`config.mk`:
```
export PLATFORM = sky130hd
export DESIGN_NAME = usb_nrzi_tx_flat
export DESIGN_NICKNAME = d
export VERILOG_FILES = /design/src/rtl/usb_nrzi_tx_if.sv /design/src/rtl/usb_nrzi_tx.sv /design/src/flat_wrapper.sv
export SDC_FILE = /design/constraint.sdc
export NUM_CORES = 1
export LEC_CHECK = 0
export ABC_AREA = 1
export CORE_MARGIN = 4
export CORE_UTILIZATION = 35
export CTS_BUF_LIST = sky130_fd_sc_hd__clkbuf_8 sky130_fd_sc_hd__clkbuf_16
export CTS_CLUSTER_SIZE = 12
export DETAILED_ROUTE_END_ITERATION = 10
export GPL_TIMING_DRIVEN = 1
export HOLD_SLACK_MARGIN = 0.02
export PLACE_DENSITY = 0.52
export SYNTH_ARGS = -nofsm -noshare
export SYNTH_HDL_FRONTEND = slang
export SYNTH_SLANG_ARGS = --single-unit
```
`constraint.sdc`:
```
create_clock -name clk -period 3.65 [get_ports clk]
set_input_delay 0.365 -clock clk [delete_from_list [all_inputs] [get_ports clk]]
set_output_delay 0.365 -clock clk [all_outputs]
set_load 0.005 [all_outputs]
```
`src/rtl/usb_nrzi_tx_if.sv`:
```
// Handshake and line-pad bundle between the bit stuffer, the NRZI line encoder and the pads.
interface usb_nrzi_tx_if;
  logic tx_start;
  logic in_bit;
  logic in_valid;
  logic tx_eop;
  logic in_ready;
  logic dp;
  logic dm;
  logic oe;
  logic busy;

  modport master (
    output tx_start, in_bit, in_valid, tx_eop,
    input  in_ready, dp, dm, oe, busy
  );

  modport slave (
    input  tx_start, in_bit, in_valid, tx_eop,
    output in_ready, dp, dm, oe, busy
  );
endinterface

```
`src/rtl/usb_nrzi_tx.sv`:
```
// USB transmit line encoder: SYNC preamble, NRZI encoding of the stuffed bitstream, EOP (SE0 then J).
module usb_nrzi_tx #(
  parameter int unsigned SYNC_LEN       = 8,
  parameter int unsigned EOP_SE0_CYCLES = 2
) (
  input logic          clk,
  input logic          nRST,
  usb_nrzi_tx_if.slave bus
);

  localparam int unsigned SYNC_W = $clog2(SYNC_LEN + 1);
  localparam int unsigned EOP_W  = $clog2(EOP_SE0_CYCLES + 1);
  localparam int unsigned CNT_W  = (SYNC_W > EOP_W) ? SYNC_W : EOP_W;

  typedef enum logic [2:0] {
    IDLE,
    SYNC,
    DATA,
    EOP_SE0,
    EOP_J
  } state_t;

  state_t           state;
  logic [CNT_W-1:0] cnt;
  logic             eop_pending;
  logic             dp_q;
  logic             dm_q;
  logic             oe_q;

  assign bus.dp       = dp_q;
  assign bus.dm       = dm_q;
  assign bus.oe       = oe_q;
  assign bus.busy     = (state != IDLE);
  assign bus.in_ready = (state == DATA) && !eop_pending;

  // Line is always J or K outside EOP_SE0, so an NRZI toggle is dp <= ~dp, dm <= dp.
  always_ff @(posedge clk or negedge nRST) begin
    if (!nRST) begin
      state       <= IDLE;
      cnt         <= '0;
      eop_pending <= 1'b0;
      dp_q        <= 1'b1;
      dm_q        <= 1'b0;
      oe_q        <= 1'b0;
    end else begin
      case (state)
        IDLE: begin
          if (bus.tx_start) begin
            state <= SYNC;
            cnt   <= CNT_W'(1);
            dp_q  <= 1'b0;
            dm_q  <= 1'b1;
            oe_q  <= 1'b1;
          end
        end

        SYNC: begin
          if (bus.tx_eop) eop_pending <= 1'b1;
          if (cnt == CNT_W'(SYNC_LEN)) begin
            if (eop_pending || bus.tx_eop) begin
              state <= EOP_SE0;
              cnt   <= CNT_W'(1);
              dp_q  <= 1'b0;
              dm_q  <= 1'b0;
            end else begin
              state <= DATA;
              cnt   <= '0;
            end
          end else begin
            cnt <= cnt + CNT_W'(1);
            // Last SYNC symbol encodes a 1, so the line holds.
            if (cnt != CNT_W'(SYNC_LEN - 1)) begin
              dp_q <= ~dp_q;
              dm_q <= dp_q;
            end
          end
        end

        DATA: begin
          if (eop_pending) begin
            state <= EOP_SE0;
            cnt   <= CNT_W'(1);
            dp_q  <= 1'b0;
            dm_q  <= 1'b0;
          end else begin
            if (bus.in_valid && !bus.in_bit) begin
              dp_q <= ~dp_q;
              dm_q <= dp_q;
            end
            if (bus.tx_eop) eop_pending <= 1'b1;
          end
        end

        EOP_SE0: begin
          if (cnt == CNT_W'(EOP_SE0_CYCLES)) begin
            state <= EOP_J;
            cnt   <= '0;
            dp_q  <= 1'b1;
            dm_q  <= 1'b0;
          end else begin
            cnt <= cnt + CNT_W'(1);
          end
        end

        EOP_J: begin
          state       <= IDLE;
          oe_q        <= 1'b0;
          eop_pending <= 1'b0;
        end

        default: begin
          state <= IDLE;
        end
      endcase
    end
  end

endmodule

```
`src/flat_wrapper.sv`:
```
// flat-port wrapper written by rule: the top's interface ports become plain ports
module usb_nrzi_tx_flat 
#(
  parameter int unsigned SYNC_LEN       = 8,
  parameter int unsigned EOP_SE0_CYCLES = 2
)
  (clk, nRST, bus_tx_start, bus_in_bit, bus_in_valid, bus_tx_eop, bus_in_ready, bus_dp, bus_dm, bus_oe, bus_busy);
  usb_nrzi_tx_if bus_i ();
  input logic clk;
  input logic nRST;
  input wire logic [$bits(bus_i.tx_start)-1:0] bus_tx_start;
  input wire logic [$bits(bus_i.in_bit)-1:0] bus_in_bit;
  input wire logic [$bits(bus_i.in_valid)-1:0] bus_in_valid;
  input wire logic [$bits(bus_i.tx_eop)-1:0] bus_tx_eop;
  output wire logic [$bits(bus_i.in_ready)-1:0] bus_in_ready;
  output wire logic [$bits(bus_i.dp)-1:0] bus_dp;
  output wire logic [$bits(bus_i.dm)-1:0] bus_dm;
  output wire logic [$bits(bus_i.oe)-1:0] bus_oe;
  output wire logic [$bits(bus_i.busy)-1:0] bus_busy;
  assign bus_i.tx_start = bus_tx_start;
  assign bus_i.in_bit = bus_in_bit;
  assign bus_i.in_valid = bus_in_valid;
  assign bus_i.tx_eop = bus_tx_eop;
  assign bus_in_ready = bus_i.in_ready;
  assign bus_dp = bus_i.dp;
  assign bus_dm = bus_i.dm;
  assign bus_oe = bus_i.oe;
  assign bus_busy = bus_i.busy;
  usb_nrzi_tx #(.SYNC_LEN(SYNC_LEN), .EOP_SE0_CYCLES(EOP_SE0_CYCLES)) u_core (.clk(clk), .nRST(nRST), .bus(bus_i));
endmodule
```
==> results of run 1 <==
-- registers in the layout, summed over array words and instances, names as in the netlist --
register            flops
u_core.eop_pending      1
u_core.cnt              4
u_core.bus.oe           1
u_core.state            3
u_core.bus.dm           1
u_core.bus.dp           1
-- area by class of cell --
class | count | area (um^2) | area share (%)
Inverter | 18 | 67.6 | 7.15
Tap cell | 27 | 33.8 | 3.58
Sequential cell | 11 | 277 | 29.3
Clock inverter | 1 | 3.75 | 0.397
Clock buffer | 3 | 41.3 | 4.37
Multi-Input combinational cell | 85 | 422 | 44.6
Timing Repair Buffer | 10 | 100 | 10.6
-- stage by stage --
stage                     power [W]  setup WS, ns  instance area, um^2  cells
after detailed placement   0.000717          1.97                  900    151
after floorplan            0.000593          2.41                  777    115
after global routing       0.000928          1.59                  945    155
final                      0.000834          1.71                  945    155
after CTS                  0.000844          1.71                  945    155
after global placement     0.000712          2.00                  900    151
-- power groups by stage --
stage / logic, W / registers (W) / clock network (W)
2_1_floorplan: 0.000368 / 0.000225 / 0
3_3_place_gp: 0.000465 / 0.000246 / 0
3_5_place_dp: 0.000468 / 0.000249 / 0
4_1_cts: 0.000469 / 0.000247 / 0.000127
5_1_grt: 0.000535 / 0.000258 / 0.000135
6_report: 0.000464 / 0.000247 / 0.000123
-- cells by family (layout without fill, tap and decap cells) --
family,after synthesis,count (layout)
buf+inv,19,32
compound gates,12,12
simple gates,69,69
fa+ha+maj,3,3
flops,11,11
xor+xnor,1,1
-- Yosys cell counts --
library cell	count	area, um^2
a21oi_1	3	15.0
buf_6	1	11.3
dfrtp_1	10	250
dfstp_2	1	26.3
ha_1	3	37.5
inv_1	16	60.1
inv_2	2	7.51
nand2_1	30	113
nand2_2	3	18.8
nand3_1	10	50.1
nand3_2	1	10.0
nand4_1	1	6.26
nor2_1	19	71.3
nor2_2	3	18.8
nor2_4	1	11.3
nor3_1	1	5.00
o21ai_0	5	25.0
o21ai_1	2	10.0
o22ai_2	1	12.5
o2bb2ai_1	1	8.76
xor2_1	1	8.76
-- routing by layer --
metal / share of wire [%] / track usage [%] / wire length, um
met1: 46 / 18.4 / 808
met2: 49 / 24.8 / 866
met3: 5.5 / 3.22 / 98
met4: 0 / 3.64 / 0
met5: 0 / 0 / 0
-- critical path: cells and delay by family (launching register included) --
kind / cells / cell delay (ns)
and+or+nand+nor: 2 / 0.29
DFF: 1 / 0.50
buffers and inverters: 2 / 0.55
-- how the worst max path moves through the flow --
stage | start | to | slack, ns | cells past startpoint
2_1_floorplan | u_core.cnt[0] | u_core.bus.dm | 2.41 | 9
3_3_place_gp | u_core.state[1] | bus_in_ready | 2.00 | 5
3_5_place_dp | u_core.state[2] | bus_in_ready | 1.97 | 4
4_1_cts | u_core.state[2] | bus_in_ready | 1.71 | 4
5_1_grt | u_core.state[2] | bus_in_ready | 1.59 | 4
6_report | u_core.state[2] | bus_in_ready | 1.71 | 4
==> impl_results.md, run 1 <==
- Outcome: complete, no violations
- Postcts setup bufs: 0
- Yosys reg bits: 11
- DR pass1 iterations: 5
- Seq/Total Area, Yosys: 35.6%
- Die X: around 55 um
- Commonest non-fill, non-tap cell in the layout: nand2_1
- Achievable Freq: between 500 and 600 MHz
- Worst Setup Start Kind: flip-flop
- Setup CP Type: reg -> out
- Synth warnings: 0
- Post-route DRC: 0
- Netlist cell types: 21
- Fill cells: roughly 230
- Die ar.: 3040 um^2
- N_diodes: 0
- XOR/XNOR Fraction of Synth Area: 1.13%
- Clock power share: 14.7%
- Final Setup Violations: 0
- Routed WL: 1770 um
- Via count: 736
- Post-route ant nets: 0
- PwrDens: between 800 and 900 nW/um^2
- Initial antenna violation count: 0
- Internal: 0.000436 W
- Reg-to-reg slack, setup: ~2.2 ns
- DP HPWL: 1420 um
- Simple-Gate Fraction of Synth Area: about 40%
- Final GP Congestion: 0.778
- Initial Util: 38.1%
- Row cnt: 16
- Global-route wire length before repair: slightly above 3000 um
- Port-buffer cells: 10
- Post-DR vias/cell: 4.75
- Hold Path End: u_core.bus.dm
- Largest net degree at the start of global routing: 12
- Worst hold path class: reg -> reg
- Worst R2R Path Depth: 8
- DRT iter0 DRCs: 13
- CTS buffer count: 3
- Most frequent cells in the layout: nand2_1, nor2_1, inv_1
- Reg2reg end: u_core.state[1]
- Final Core Density: around 46%
- Clk_lat worst skew: 0.24 ns
- Synth Area per Inst: 6.76 um^2
- Hold Fails Final Rpt: 0
- R2r startpoint: u_core.cnt[0]
- Net Sw Frac: 47.8%
- Comb power frac: a little under three fifths
- Fin Setup TNS: 0 ns
- CP peak stage delay: 0.50 ns
- CP required: 3.28 ns
- Area delta synth->final: 21.6%
- Vias in the first global route: 712
- CTS Hold Bufs: 0
- Crit path DAT: between 1.5 and 2 ns
- Final nets: 138
- Setup crit end kind: output port
- Mux contribution to synthesized area: 0%
- HP Start: u_core.bus.dm
- Peak VDD IR: 0.400 mV
- Synthesized Nets: 124
- Crit share post-route: 53.2%
- CTS root buf: clkbuf_8
- Grt total ovfl: 0
- Netlist Area Pre-Place: roughly 780 um^2
- Wire per inst: 11.4 um
- Die outline height: 55.1 um
- Core region area: 2040 um^2
- Share of cells above drive strength 1: 11.7%
- Tmin final: a little under 2 ns
- Cells after synthesis: 115
- Total of max-cap violations: 0
- CP max stage cell: dfrtp_1
- Worst hold stages: 2
- Psw: 0.000398 W
- PostCTS Resize Cnt: 0
- Slew HR: 62.5%
- CP Cell Sequence: nor2_4 -> nand3_2 -> inv_1 -> clkdlybuf4s50_1
- CTS sink count: 11
- RSZ-0062 raised after global routing: no
- Max-slew violation count: 0
- Clock Tree Buf Depth: 2
- Pleak: 0.496 nW
- Area share of fa/ha/maj cells after synthesis: 4.83%
- Fin Hold WS: 0.481 ns
- GRT Overall Usage: ~15%
- Htree depth: 1
- Final worst clock skew: 0.00266 ns
- Worst slew pin tran: 0.561 ns
- Largest family of logic cells by synthesized area: simple AND/OR/NAND/NOR gates
- Worst-path clk slew: 0.06 ns
- I/O pin total: 11
- Power share of the sequential group: 29.6%
- Synth Area in Compound Gates: 9.18%
- Crit-path max FO: 8
- CTS tree: built
No activity file was read; power rests on OpenSTA's default activity.
==> inputs of run 2 (changes only) <==
==> constraint.sdc (replaced) <==
create_clock -name clk -period 1.8 [get_ports clk]
set_input_delay 0.18 -clock clk [delete_from_list [all_inputs] [get_ports clk]]
set_output_delay 0.18 -clock clk [all_outputs]
set_load 0.005 [all_outputs]
==> run 2 against run 1 <==
Final area is 2.6% higher. Critical path depth is 1 lower. Sequential power is 100% higher. Worst setup slack worse by 1.6 ns.
==> impl_results.md, run 2 (same netlist as run 1, synthesis figures left out) <==
- Outcome: complete, no violations
- Area delta synth->final: 24.8%
- Initial antenna violation count: 0
- Peak VDD IR: 0.834 mV
- Post-route cell area: 970 um^2
- Die X: 55.1 um
- Clock Tree Buf Depth: 2
- Psw: 0.000824 W
- CTS tree: built
- RSZ-0062 raised after global routing: no
- Global-route wire length before repair: 3080 um
- Setup crit end kind: output port
- Post-route DRC: 0
- Crit path DAT: 1.50 ns
- CTS root buf: clkbuf_8
- Die ar.: 3040 um^2
- Hold Fails Final Rpt: 0
- Final Setup Violations: 0
- Worst R2R Path Depth: 9
- Post-route ant nets: 0
- DRT iter0 DRCs: 14
- Reg2reg end: u_core.state[1]
- Worst-path clk slew: 0.06 ns
- Fill cells: 223
- Clock power share: about 14%
- Placement Setup Slack: 0.306 ns
- CP required: between 1.5 and 2 ns
- DR pass1 iterations: 5
- Worst Setup Start Kind: flip-flop
- R2r startpoint: u_core.state[2]
- Setup CP Type: reg -> out
- Max FFs per register: 4
- Net Sw Frac: 47.0%
- Inst Count DP: 151
- Non-Filler Instances: 158
- Setup ws final: 0.117 ns
- Port-buffer cells: 10
- Fin Setup TNS: 0 ns
- PwrDens: 1810 nW/um^2
- Largest register by flop count: u_core.cnt
- Tmin final: 1.68 ns
- Initial Util: 38.1%
- Final GP Congestion: 0.778
- Via count: roughly 750
- N_diodes: 0
- I/O pin total: 11
- DP HPWL: 1420 um
- Wire per inst: 11.4 um
- Clk_lat worst skew: roughly 0.24 ns
- Final worst clock skew: 0.00521 ns
- Row cnt: 16
- GRT Overall Usage: between 10 and 15%
- Routed WL: ~1800 um
- Final nets: ~140
- Power share of the sequential group: 28.1%
- Largest net degree at the start of global routing: 12
- Crit share post-route: 93.5%
- Reg-to-reg slack, setup: 0.37 ns
- Crit path from: u_core.state[1]
- Core region area: 2040 um^2
- Vias in the first global route: 712
- Crit-path max FO: 5
- Worst hold path class: in -> async
- CTS sink count: 11
- Pleak: 0.508 nW
- Die outline height: 55.1 um
- Achievable Freq: 594 MHz
- Commonest non-fill, non-tap cell in the layout: nand2_1
- Max-slew violation count: 0
- Grt total ovfl: 0
- CTS Hold Bufs: 0
- Worst slew pin tran: between 0.5 and 0.6 ns
- Largest regs: u_core.cnt (4), u_core.state (3)
- Comb power frac: around 57%
- CTS buffer count: 3
- Most frequent cells in the layout: nand2_1, nor2_1, inv_1, nand3_1, clkdlybuf4s50_1
- Total of max-cap violations: 0
- Htree depth: 1
- Slew HR: around 62%
- Area after DPL: 900 um^2
- Share of cells above drive strength 1: roughly 16%
- Post-DR vias/cell: 4.72
- Internal: 0.000931 W
==> run 2: timing repair <==
item                                    in CTS  in global routing
gates resized for setup                      0                  3
setup buffers                                0                  3
endpoints found under the setup margin       0                  1
==> run 2: critical path, cell delays in order, from the launching register on <==
cell and delay, ns:
dfrtp_2 0.44, nor2_1 0.26, nand2_1 0.11, clkdlybuf4s50_1 0.46
==> run 2: power by group through the flow <==
stage | clock [W] | combinational, W | sequential, W
6_report | 0.000253 | 0.00101 | 0.000493
5_1_grt | 0.000275 | 0.00116 | 0.000515
4_1_cts | 0.000258 | 0.000952 | 0.000501
3_5_place_dp | 0 | 0.000949 | 0.000505
3_3_place_gp | 0 | 0.000944 | 0.000500
2_1_floorplan | 0 | 0.000747 | 0.000456
==> run 2: layer usage <==
layer | part of all wire (%) | track usage (%) | up-vias
li1 | - | - | 390
met1 | 48 | 18.4 | 337
met2 | 46 | 24.8 | 19
met3 | 6.2 | 3.22 | 0
met4 | 0 | 3.64 | 0
met5 | 0 | 0 | -
==> run 2: stage by stage <==
stage | hold WS (ns) | utilization (%) | power [W]
2_1_floorplan | -0.116 | - | 0.00120
3_3_place_gp | 0.459 | 44.1 | 0.00144
3_5_place_dp | 0.477 | 44.1 | 0.00145
4_1_cts | 0.333 | 46.3 | 0.00171
5_1_grt | 0.342 | 47.5 | 0.00195
6_report | 0.301 | 47.5 | 0.00175
==> run 2: how the worst max path moves through the flow <==
stage	end	slack, ns
after global placement	bus_in_ready	0.33
after detailed placement	bus_in_ready	0.31
final	bus_busy	0.12
after floorplan	u_core.bus.dm	0.56
after CTS	bus_in_ready	0.04
after global routing	bus_in_ready	0.03
==> run 2: area by class of cell <==
type,instances,area [um^2],area share (%)
multi-input combinational,85,422,43.5
sequential,11,279,28.8
timing repair buffer,13,123,12.6
inverter,18,67.6,6.97
clock buffer,3,41.3,4.26
tap,27,33.8,3.48
clock inverter,1,3.75,0.387
==> inputs of run 3 (changes only) <==
--- a/config.mk
+++ b/config.mk
@@ -5,15 +5,15 @@
 export SDC_FILE = /design/constraint.sdc
 export NUM_CORES = 1
 export LEC_CHECK = 0
-export ABC_AREA = 1
 export CORE_MARGIN = 4
-export CORE_UTILIZATION = 35
+export CORE_UTILIZATION = 51
 export CTS_BUF_LIST = sky130_fd_sc_hd__clkbuf_8 sky130_fd_sc_hd__clkbuf_16
 export CTS_CLUSTER_SIZE = 12
 export DETAILED_ROUTE_END_ITERATION = 10
 export GPL_TIMING_DRIVEN = 1
 export HOLD_SLACK_MARGIN = 0.02
-export PLACE_DENSITY = 0.52
+export PLACE_DENSITY = 0.73
+export SETUP_SLACK_MARGIN = 0.02
 export SYNTH_ARGS = -nofsm -noshare
 export SYNTH_HDL_FRONTEND = slang
 export SYNTH_SLANG_ARGS = --single-unit
==> run 3 against run 2 <==
Global-route usage is 5.2 points higher. Worst setup slack worse by 0.060 ns. Via count is 10% lower. Final area is 6.5% lower. Cell count is 32% lower. Clock skew is 0.0030 ns lower. Largest cell class unchanged.
==> impl_results.md, run 3 <==
- Port-buffer cells: 10
- Outcome: complete, no violations
- PwrDens: 1680 nW/um^2
- Mux contribution to synthesized area: 4.80%
- Crit-path max FO: 4
- Most frequent cells in the layout: clkdlybuf4s50_1, dfrtp_1, nor2_1
- I/O pin total: 11
- Reg2reg end: u_core.bus.dm
- Die ar.: 2040 um^2
- Worst hold path class: in -> async
- Synth warnings: 0
- Comb power frac: 53.1%
- GRT Overall Usage: around 20%
- DRT iter0 DRCs: 13
- Psw: between 0.0006 and 0.0007 W
- Crit path DAT: 1.87 ns
- Core region area: around 1300 um^2
- CTS tree: built
- Synth Area in Compound Gates: roughly a quarter
- Netlist cell types: 35
- Die X: 45.2 um
- Yosys reg bits: 11
- RSZ-0062 raised after global routing: yes
- CTS Hold Bufs: 0
- Power share of the sequential group: just over 30%
- Pleak: ~0.38 nW
- R2r startpoint: u_core.cnt[0]
- Fill cells: 102
- Ys async rst share: 100%
- Clock power share: 16.3%
- Row cnt: 13
- Tmin final: roughly 1.7 ns
- Via count: 668
- Htree depth: 1
- Cells after synthesis: 77
- Largest register by flop count: u_core.cnt
- Setup CP Type: reg -> reg
- Max-slew violation count: 0
- Non-Filler Instances: 108
- Slew HR: around two thirds
- XOR/XNOR Fraction of Synth Area: 0%
- Final nets: 103
- Vias in the first global route: 652
- Simple-Gate Fraction of Synth Area: between 20% and 30%
- Wire per inst: 16.2 um
- Fin Hold WS: roughly 0.27 ns
- N_diodes: 0
- Final Setup Violations: 0
- CTS root buf: clkbuf_8
- Net Sw Frac: 39.5%
- Grt total ovfl: 0
- Initial Util: a little over half
- Share of cells above drive strength 1: about a fifth
- Netlist Area Pre-Place: ~700 um^2
- Internal: 0.000919 W
- Clk_lat worst skew: 0.24 ns
- Area delta synth->final: 28.8%
- Top post-synthesis cells by area: dfrtp_1, ha_1, nor2_1
- Post-route DRC: 0
- Seq/Total Area, Yosys: 39.3%
- Global-route wire length before repair: ~2800 um
- Share of the synthesized area in the top cell type: between 30 and 40%
- Worst slew pin tran: 0.485 ns
- Die outline height: 45.2 um
- Largest regs: u_core.cnt (4), u_core.state (3)
- Multi-input logic area: 409 um^2
- Routed WL: approximately 1800 um
- Worst R2R Path Depth: 6
- CTS sink count: 11
- Final worst clock skew: 0.00220 ns
- Setup crit end kind: flip-flop
- DP HPWL: 1250 um
- Largest area contributor in the netlist: dfrtp_1
- Worst Setup Start Kind: flip-flop
- Inst Count DP: 103
- Commonest non-fill, non-tap cell in the layout: clkdlybuf4s50_1
- Clock Tree Buf Depth: 2
- Post-synth top flop: dfrtp_1
- Reg area: roughly 280 um^2
- CTS buffer count: 3
- CP required: 1.92 ns
- Post-DR vias/cell: around 6
- Most instantiated cells after synthesis: dfrtp_1, nor2_1, a21oi_1, o21ai_0, inv_1
- Achievable Freq: 574 MHz
- Reg-to-reg slack, setup: 0.06 ns
- Hold Fails Final Rpt: 0
- Initial antenna violation count: 0
- DR pass1 iterations: 4
- Synthesized Nets: 86
- Final GP Congestion: roughly 0.91
- Largest family of logic cells by synthesized area: compound AO/OA/AOI/OAI gates
- Synth Area per Inst: 9.15 um^2
- Total of max-cap violations: 0
- Final Core Density: 69.7%
- Area share of fa/ha/maj cells after synthesis: 5.33%
- Top-count cell post-synth: dfrtp_1
- Largest net degree at the start of global routing: 12
- Post-route ant nets: 0
- Crit share post-route: between 90 and 100%
- EDFF count, synth: 0
- Peak VDD IR: 0.880 mV
- Worst-path clk slew: 0.05 ns
- Max FFs per register: 4
-- run 3: cell types whose count changed after synthesis, sizes merged, moves of 2 or more --
cell,before,now
nor2,23,9
inv,18,5
nand3,11,1
mux2,0,3
nand2,33,4
nand3b,0,3
nor2b,0,2
a211oi,0,2
a21oi,3,6
or2,0,2
-- run 3: layout make-up --
cell class | count | share of cell area (%)
Clock buffer | 3 | 4.55
Clock inverter | 1 | 0.414
Inverter | 5 | 2.07
Multi-Input combinational cell | 58 | 45.1
Sequential cell | 11 | 30.6
Tap cell | 15 | 2.07
Timing Repair Buffer | 15 | 15.2
-- run 3: worst max-delay path by stage --
stage                     depth (start not counted)       startpoint  slack (ns)             to
after CTS                                         4  u_core.state[0]        0.03       bus_busy
after global routing                              6    u_core.cnt[0]      -0.009  u_core.cnt[3]
after detailed placement                          6    u_core.cnt[0]        0.02  u_core.bus.dm
final                                             6    u_core.cnt[0]        0.06  u_core.bus.dm
after global placement                            6    u_core.cnt[0]         0.1  u_core.bus.dm
after floorplan                                   6    u_core.cnt[0]        0.18  u_core.bus.dm
-- run 3: through the flow --
| stage | total power (W) | TNS [ns] | area (um^2) | worst slack (ns) |
|---|---|---|---|---|
| after floorplan | 0.000954 | 0 | 704 | 0.177 |
| after global placement | 0.00120 | 0 | 840 | 0.0991 |
| after detailed placement | 0.00122 | 0 | 840 | 0.0201 |
| after CTS | 0.00149 | 0 | 896 | 0.0308 |
| after global routing | 0.00163 | -0.00907 | 907 | -0.00907 |
| final | 0.00152 | 0 | 907 | 0.0567 |
-- run 3: cells by family (layout without fill, tap and decap cells) --
family	count (synthesis)	count (layout)
DFF	11	11
adders and majority gates	3	3
muxes	3	3
and+or+nand+nor	27	27
buffers and inverters	8	24
AOI/OAI and AO/OA	25	25
-- run 3: worst max-delay path, stage by stage, from the launching register on --
cell,delay [ns]
dfrtp_1,0.38
inv_1,0.10
ha_1,0.23
and3b_4,0.21
a32oi_1,0.22
o2111ai_2,0.15
mux2_1,0.33
-- run 3: metal layers --
metal	up-vias	part of all wire [%]	GRT usage [%]
met5	-	0	0
met4	0	2.5	10.5
met3	6	5.3	3.98
met2	21	48	30.2
li1	310	-	-
met1	331	44	25.9
-- run 3: what timing repair did --
item	4_1_cts	5_1_grt
buffers inserted	0	1
setup endpoints to repair	3	6
resized for setup	2	2
cloned	0	0
hold endpoints to repair	0	0
-- run 3: power groups by stage --
stage          sequential, W  clock [W]  combinational (W)
2_1_floorplan       0.000437          0           0.000517
3_3_place_gp        0.000460          0           0.000744
4_1_cts             0.000467   0.000247           0.000773
3_5_place_dp        0.000465          0           0.000760
6_report            0.000467   0.000247           0.000807
5_1_grt             0.000478   0.000261           0.000889
==> patch: new RTL, settings of run 3 <==
Encoding of `state_t`: now one-hot (5 bits for 5 states).
--- a/src/rtl/usb_nrzi_tx.sv
+++ b/src/rtl/usb_nrzi_tx.sv
@@ -12,12 +12,12 @@
   localparam int unsigned EOP_W  = $clog2(EOP_SE0_CYCLES + 1);
   localparam int unsigned CNT_W  = (SYNC_W > EOP_W) ? SYNC_W : EOP_W;
 
-  typedef enum logic [2:0] {
-    IDLE,
-    SYNC,
-    DATA,
-    EOP_SE0,
-    EOP_J
+  typedef enum logic [4:0] {
+    IDLE    = 5'b00001,
+    SYNC    = 5'b00010,
+    DATA    = 5'b00100,
+    EOP_SE0 = 5'b01000,
+    EOP_J   = 5'b10000
   } state_t;
 
   state_t           state;
Formal check against the unedited RTL: same outputs for any inputs over 10 cycles, from zero or initial values and one cycle with nRST low; not proved beyond that.
==> patch against run 3 <==
- the flow now finishes with violations (negative setup slack)
- final cell count is 25% higher
- power is 0.15% higher
- final area is 39% higher
- sequential cell count is 2 higher
- wire length is 24% higher
- setup slack worse by 0.18 ns
- area after synthesis is 20% higher
- via count is 18% higher
- global-route usage hardly changed
- largest cell class unchanged
- largest power group unchanged
==> patch: results (changes against run 3) <==
Max VDD drop 0.931 mV (was 0.880 mV); syn_nets 93 (was 86); Setup Viol. Count Final 8 (was 0); largest registers u_core.state x5, u_core.cnt x4 (was u_core.cnt x4, u_core.state x3); failing checks negative setup slack; final wirelength 2180 µm (was 1750 µm); clk_skew 0.00760 ns (was 0.00220 ns); P_leak 0.000556 µW (was 0.000379 µW); status finished, violations left (was finished clean); RD Place Congestion 0.819 (was 0.911); PnR worst setup slack -0.126 ns (was 0.0567 ns); worst slack, placed -0.144 ns (was 0.0201 ns); DP Area 1110 µm² (was 840 µm²); Min Hold Slack 0.314 ns (was 0.268 ns); vias per inst 5.84 (was 6.19); first-pass GRT wire length 3700 µm (was 2850 µm); Synth Area in Adders 0.0444 (was 0.0533); Synth Area in Compound Gates 0.219 (was 0.247); Slew @ Worst Pin 0.615 ns (was 0.485 ns); drt drc 0 (unchanged); Synth area leaders dfrtp_1, dfstp_2, ha_1, nor2_1, o2bb2ai_4 (was dfrtp_1, ha_1, nor2_1, a21oi_1, o21ai_0); CP delay by family, top simple AND/OR/NAND/NOR gates (was flip-flops); Buffers on Ports 10 (unchanged); number of global-route vias before repair 800 (was 652); ys async rst share 1.00 (unchanged); Root Buffer Master clkbuf_8 (unchanged); Synth top cells by count dfrtp_1, nor2_1, nand2_1 (was dfrtp_1, nor2_1, a21oi_1, o21ai_0, inv_1); fraction of layout cells with a size suffix above 1 0.445 (was 0.194); post-synth cell types 40 (was 35); DP HPWL 1450 µm (was 1250 µm); crit-path max FO 3 (was 4); sequential share of the synthesized area 0.388 (was 0.393); EDFF count, synth 0 (unchanged); largest net degree at the start of global routing 14 (was 12); fin nets 129 (was 103); post-synthesis mux area share 0.0385 (was 0.0480); Crit-path slowest cell or4b_4 (was dfrtp_1); Filler cells 84 (was 102); post-synthesis xor/xnor area fraction 0.0207 (was 0); CP peak stage delay 0.58 ns (was 0.38 ns)
[patch: where the power goes]
| part | internal, µW | switching [µW] |
|---|---|---|
| clock network | 151 | 113 |
| logic | 469 | 342 |
| registers | 371 | 77.5 |
[patch: path summary, 6_finish.rpt]
check,from,to,cells after the start
hold reg to reg,u_core.bus.dm$_DFFE_PN0P_,u_core.bus.dm$_DFFE_PN0P_,1
setup / recovery,u_core.state[3]$_DFFE_PN0P_,u_core.bus.dm$_DFFE_PN0P_,5
min in group clk,u_core.bus.dm$_DFFE_PN0P_,u_core.bus.dm$_DFFE_PN0P_,1
hold / removal,nRST,u_core.state[2]$_DFFE_PN0P_,1
setup reg to reg,u_core.state[3]$_DFFE_PN0P_,u_core.bus.dm$_DFFE_PN0P_,5
max in group asynchronous,nRST,u_core.cnt[0]$_DFFE_PN0P_,1
[patch: repair_timing]
item                       4_1_cts  5_1_grt
setup buffers                    4        0
setup endpoints to repair       11       10
hold endpoints to repair         0        0
hold buffers                     0        0
resized for setup               12        7
pin swaps                        7        2
[patch: cell type report]
class,count,area share
inverter,4,0.0119
multi-input combinational,62,0.441
tap,16,0.0159
timing repair buffer,36,0.235
clock buffer,3,0.0328
sequential,13,0.260
clock inverter,1,0.00298
[patch: cells by family after synthesis]
family,count (synthesis)
AND/OR/NAND/NOR,34
AO/OA/AOI/OAI,20
flip-flops,13
buffers and inverters,9
multiplexers,3
adder cells (fa/ha/maj),3
XOR/XNOR,2
[patch: per-stage QoR]
step | cells | setup TNS (ns) | util | power (µW)
floorplan | 84 | -0.438 | - | 858
global placement | 127 | -0.451 | 0.720 | 1110
global route | 135 | -1.09 | 0.817 | 1630
detailed placement | 127 | -0.679 | 0.720 | 1130
CTS | 135 | -0.443 | 0.800 | 1480
finish | 135 | -0.554 | 0.817 | 1520
[patch: metal layers]
layer  share of wire  vias to the layer above  GRT usage
met4           0.028                        0     0.0942
met2            0.45                       16      0.300
met3           0.038                        8     0.0307
li1                -                      374          -
met5               0                        -          0
met1            0.48                      391      0.269
